==> config.mk <==
export PLATFORM = sky130hd
export DESIGN_NAME = data_scan_out
export DESIGN_NICKNAME = d
export VERILOG_FILES = /design/src/rtl/data_scan_out.sv
export SDC_FILE = /design/constraint.sdc
export NUM_CORES = 2
export LEC_CHECK = 0
export CORE_MARGIN = 4
export CORE_UTILIZATION = 37
export CTS_CLUSTER_SIZE = 28
export DETAILED_ROUTE_END_ITERATION = 16
export PLACE_DENSITY_LB_ADDON = 0.3
export SYNTH_ARGS = -nofsm -noshare
export SYNTH_HDL_FRONTEND = slang
export SYNTH_SLANG_ARGS = --single-unit
export TNS_END_PERCENT = 1
==> constraint.sdc <==
create_clock -name clk -period 4.6 [get_ports clk]
set_input_delay 0.46 -clock clk [delete_from_list [all_inputs] [get_ports clk]]
set_output_delay 0.46 -clock clk [all_outputs]
set_load 0.01 [all_outputs]
==> src/rtl/data_scan_out.sv <==
// Snapshots a flat slot bus and streams it out one slot per valid/ready beat.
// Optional checksum trailer beat: define DATA_SCAN_OUT_CHECKSUM_EN.
module data_scan_out #(
    parameter int NUM_CH = 64,
    parameter int DATA_W = 11,
    parameter int IDX_W  = 6
) (
    input  logic                     clk,
    input  logic                     rst_n,
    input  logic [NUM_CH*DATA_W-1:0] slots_in,
    input  logic                     start,
    input  logic                     out_ready,
    output logic                     out_valid,
    output logic [DATA_W-1:0]        out_data,
    output logic [IDX_W-1:0]         out_idx,
    output logic                     out_first,
    output logic                     out_last,
    output logic                     busy,
    output logic                     done
);

`ifdef DATA_SCAN_OUT_CHECKSUM_EN
    typedef enum logic [1:0] {IDLE, SEND, DONE, CSUM} state_t;
`else
    typedef enum logic [1:0] {IDLE, SEND, DONE} state_t;
`endif

    state_t            state_q, state_d;
    logic [IDX_W-1:0]  idx_q, idx_d;
    logic [DATA_W-1:0] shadow_q [NUM_CH];
    logic              cap, xfer, at_end;

    assign xfer   = out_valid && out_ready;
    assign at_end = (idx_q == IDX_W'(NUM_CH - 1));

    always_comb begin
        state_d = state_q;
        idx_d   = idx_q;
        cap     = 1'b0;
        unique case (state_q)
            IDLE: begin
                if (start) begin
                    cap     = 1'b1;
                    idx_d   = '0;
                    state_d = SEND;
                end
            end
            SEND: begin
                if (xfer) begin
                    if (at_end) begin
                        idx_d = '0;
`ifdef DATA_SCAN_OUT_CHECKSUM_EN
                        state_d = CSUM;
`else
                        state_d = DONE;
`endif
                    end else begin
                        idx_d = idx_q + IDX_W'(1);
                    end
                end
            end
`ifdef DATA_SCAN_OUT_CHECKSUM_EN
            CSUM: begin
                if (xfer) state_d = DONE;
            end
`endif
            DONE:    state_d = IDLE;
            default: state_d = IDLE;
        endcase
    end

    always_ff @(posedge clk or negedge rst_n) begin
        if (!rst_n) begin
            state_q <= IDLE;
            idx_q   <= '0;
            for (int k = 0; k < NUM_CH; k++) shadow_q[k] <= '0;
        end else begin
            state_q <= state_d;
            idx_q   <= idx_d;
            if (cap) begin
                for (int k = 0; k < NUM_CH; k++)
                    shadow_q[k] <= slots_in[k*DATA_W +: DATA_W];
            end
        end
    end

`ifdef DATA_SCAN_OUT_CHECKSUM_EN
    logic [DATA_W-1:0] sum_q;

    // Running sum of beats already sent; complete once SEND exits.
    always_ff @(posedge clk or negedge rst_n) begin
        if (!rst_n) begin
            sum_q <= '0;
        end else if (cap) begin
            sum_q <= '0;
        end else if (state_q == SEND && xfer) begin
            sum_q <= sum_q + shadow_q[idx_q];
        end
    end

    assign out_valid = (state_q == SEND) || (state_q == CSUM);
    assign out_data  = (state_q == CSUM) ? sum_q : shadow_q[idx_q];
    assign out_last  = (state_q == CSUM);
`else
    assign out_valid = (state_q == SEND);
    assign out_data  = shadow_q[idx_q];
    assign out_last  = (state_q == SEND) && at_end;
`endif

    assign out_idx   = idx_q;
    assign out_first = (state_q == SEND) && (idx_q == '0);
    assign busy      = (state_q != IDLE);
    assign done      = (state_q == DONE);

endmodule
Word level (Yosys, flattened, before mapping):

Index checks and enable logic that the tools add are counted.

* register bits: 712
* input port bits: 708
* output and inout bits: 22
* logic and storage cells: 97

* $add $sub $neg: 1
* $lt $le $gt $ge: 1
* equality and inequality tests: 6
* muxes and demuxes: 13
* bitwise logic cells: 1
* reduce and logical (&&, ||, !) cells: 9

Operators with widths (count)
* $bmux W11 S6: 1
* $mux W11: 2
* $mux W6: 3
* $pmux W6 S2: 1
* $ge A7 B7 Y1 const B: 1
* $not A6 Y7: 1
* $add A6 B1 Y6 const B: 1
* $eq A6 B6 Y1 const B: 1
* $logic_not A6 Y1: 1
* $mux W2: 3
* $reduce_and A3 Y1: 2
* $ne A2 B1 Y1 const B: 2
* $pmux W2 S2: 1
* $reduce_bool A2 Y1: 2
* $logic_and A1 B1 Y1: 3
* $eq A2 B1 Y1 const B: 1
* $eq A2 B2 Y1 const B: 1
* $logic_not A2 Y1: 1
* $mux W1: 2
* $ne A2 B2 Y1 const B: 1

Depth between registers and ports, before layout:

* depth in word-level cells: 4
* depth in mapped cells: 8
* gate-level depth less buffers: 5

Worst setup path before layout:

Ideal clock, no wire load.

* path type: reg2out
* from: register idx_q[1] (netlist: out_idx[1])
* to: output out_data[7]
* arrival time: 2.314 ns
* data required time: 4.140 ns
* setup slack: 1.826 ns
* stages on the path, launching flop included: 8
* path buffers: 3
* cell sequence: dfrtp_1 clkbuf_1 buf_1 clkbuf_1 mux4_2 a22oi_1 a21oi_1 or4_1

* word-level cells in the longest chain between the ends: 4

RTL lines
* start: declaration: line 29 `logic [IDX_W-1:0] idx_q, idx_d;`
* start signal: assignment: line 79 `idx_q <= idx_d;`
* $not A6 Y7 (implied by the code): line 106 `assign out_data = shadow_q[idx_q];`
* $bmux W11 S6: line 106
* $mux W11 (implied by the code) (2 in a row): line 106
* end: declaration: line 14 `output logic [DATA_W-1:0] out_data,`

Every way passes these cells. The select of a mux whose other input is x is not followed.

Worst setup path in the final report:

* from: register idx_q[0] (netlist: out_idx[0])
* to: output out_data[0]

Same word-level chain as after synthesis.

==> run metrics <==
status finished clean; Leakage between 0.015 and 0.02 uW; final setup TNS 0 ns; Commonest cells post-synth dfrtp_1 (712), mux2_2 (705), mux4_2 (177); post-synthesis average cell area between 15 and 20 sq um; Die X around 300 um; IO buf count roughly 730; Layout Cells excl Fill between 3,000 and 4,000; First DRT Iteration DRCs 1,297; utilization after layout 0.509; core box area roughly 85,000 sq um; Clock transition at path regs around 0.060 ns; drt wl/cell roughly 28 um; register area share after synthesis 0.562; vias in the first global route ~23,000; VDD IR max a little over 0.3 mV; Max stage delay on crit path slightly below 0.7 ns; latest clock arrival within the worst-skew pair roughly 0.61 ns; first-pass GRT wire length around 160,000 um; Critical Path AT about 4 ns; CP max FO 31; count leader, synth dfrtp_1; asr flop ratio synth 1.00; Net Count, Synth 2,642; Distinct cells, synth 33; Max Cap Viol 0; worst rel slew slack 0.287; Adder-Cell Fraction of Synth Area 0.000789; crit-path most repeated cell buf_12; Synth area leader dfrtp_1; Hold Vio Cnt, Final 0; drt first pass iters 5; top_reg_cell synth dfrtp_1; Vias just over 20,000; # setup viols final 0; Worst Max-Slew Pin Slew 1.07 ns; mux contribution to synthesized area 0.379; clk_skew ~0.013 ns; Ports 730; dpl hpwl ~83,000 um; Mapped Area ~32,000 sq um; XOR/XNOR Fraction of Synth Area 0.000552; Hold Path Class input port to async pin; Die H approximately 300 um; Initial Utilization 0.372; Syn Inst Count 1,932; post-synthesis compound-gate area fraction 0.0280; CP Cell Sequence buf_12 -> buf_12 -> mux4_2 -> a22oi_1 -> a21oi_1 -> or4_1 -> clkdlybuf4s50_1; Sink Count roughly 710; Post-Route WL roughly 110,000 um; min Tclk post-route 4.48 ns; EDFF count, synth 0; share of the synthesized area in the top cell type 0.562; overall routing resource usage 0.239; GP Congestion slightly below 0.9; placed cells ~3,700; number of CTS-inserted buffers between 70 and 80; Slew Limit Fails 0; synth top area cells dfrtp_1 (56%), mux2_2 (25%), mux4_2 (13%); Peak Freq roughly 220 MHz; largest net degree at the start of global routing between 150 and 200; Crit-path slowest cell or4_1; RSZ-0062 raised after global routing false; # nets final 3,369; flops & latches, synth 712; Congestion Overflow GR 0; CP Class register to output pin; initial antenna violation count 52; Synth-to-Final Area Change 36.7%; Req. time, crit path roughly 4.1 ns; YS warnings 0; H-tree lvl count 3; CTS tree yes; Vias per Instance 5.32; DIE AREA around 90,000 sq um; PwrDens around 680 nW/um^2; Simple-Gate Fraction of Synth Area 0.00781; largest family of logic cells by synthesized area multiplexers; Clock Path Buffers 3; row cnt 107; share of post-route cells with drive strength above 1 0.394; Setup crit start kind register; final cycle utilization of the critical path 0.974; post-route ant nets 0; clk root buf clkbuf_16; DRC 0; CP endpoint kind output pin
## area by class of cell
cell class | instances | area [sq um]
fill | 7105 | 41800
sequential | 712 | 17800
multi-input combinational | 1071 | 13200
timing repair buffer | 788 | 8030
clock buffer | 120 | 2330
tap | 1144 | 1430
clock inverter | 22 | 375
antenna | 38 | 95.1
inverter | 7 | 26.3
## per-stage QoR
stage	worst slack [ns]	area, sq um	total power (uW)	hold slack, ns
2_1_floorplan	1.83	31700	18300	0.164
3_3_place_gp	0.266	40400	22400	0.451
3_5_place_dp	0.287	40400	22800	0.453
4_1_cts	0.0144	43200	29700	0.391
5_1_grt	0.0114	43300	30900	0.430
6_report	0.119	43300	29400	0.413
## flip-flops by register name (all words and copies together), names as in the netlist
| name | cells |
|---|---|
| state_q | 2 |
| out_idx | 6 |
| shadow_q | 704 |
## worst max-delay path: cells and delay by family, from the launching register on
kind                   cells  cell delay [ns]
AND/OR/NAND/NOR            1             0.68
buffers and inverters      3             0.99
multiplexers               1             0.55
AO/OA/AOI/OAI              2             0.66
flip-flops                 1             0.52
## placed cells by master, fill, tap and decap left out, types with 10 or more instances in the layout
cell | synthesis | final
clkdlybuf4s50_1 | 0 | 727
dfrtp_1 | 712 | 710
mux2_2 | 705 | 705
mux4_2 | 177 | 177
clkbuf_16 | 0 | 81
a22oi_1 | 80 | 80
a21oi_1 | 40 | 40
diode_2 | 0 | 38
buf_4 | 6 | 36
clkbuf_1 | 43 | 23
buf_12 | 0 | 22
clkbuf_8 | 0 | 16
or4_1 | 10 | 10
## final timing paths
check / start / endpoint / slack, ns / cells after the start
worst max register to register: state_q[1] / shadow_q[546] / 1.92 / 4
min in group clk: slots_in[353] / shadow_q[342] / 0.46 / 2
worst max-delay path: out_idx[0] / out_data[0] / 0.12 / 7
worst min-delay path: rst_n / shadow_q[272] / 0.41 / 2
max in group asynchronous: rst_n / shadow_q[620] / 2.88 / 3
worst min register to register: shadow_q[586] / shadow_q[586] / 0.50 / 1
## power by group
group          switching (uW)  total [uW]  internal, uW  leakage [uW]
sequential               1930       11400          9490       0.00839
combinational            4700       11400          6680       0.00736
clock                    2610        6620          4010       0.00131
total                    9240       29400         20200        0.0171
## layer usage
layer,global-route usage,vias up,routed length (um)
li1,-,8832,-
met1,0.287,10965,41600
met2,0.402,763,55700
met3,0.0663,173,8380
met4,0.105,18,4100
met5,0,-,128
## what timing repair did
| item | 4_1_cts | 5_1_grt |
|---|---|---|
| resized for setup | 1 | 1 |
| endpoints found under the hold margin | 52 | 0 |
| endpoints found under the setup margin | 11 | 2 |
| buffers inserted | 5 | 2 |
| hold buffers | 1 | 0 |
## logic make-up (layout without fill, tap and decap cells)
logic type | Yosys count | after routing
muxes | 891 | 891
DFF | 712 | 712
buffers and inverters | 149 | 937
AOI/OAI and AO/OA | 132 | 132
and+or+nand+nor | 44 | 44
adders and majority gates | 2 | 2
xor gates and xnor gates | 2 | 2
other | 0 | 38
No activity file was read; power rests on OpenSTA's default activity.
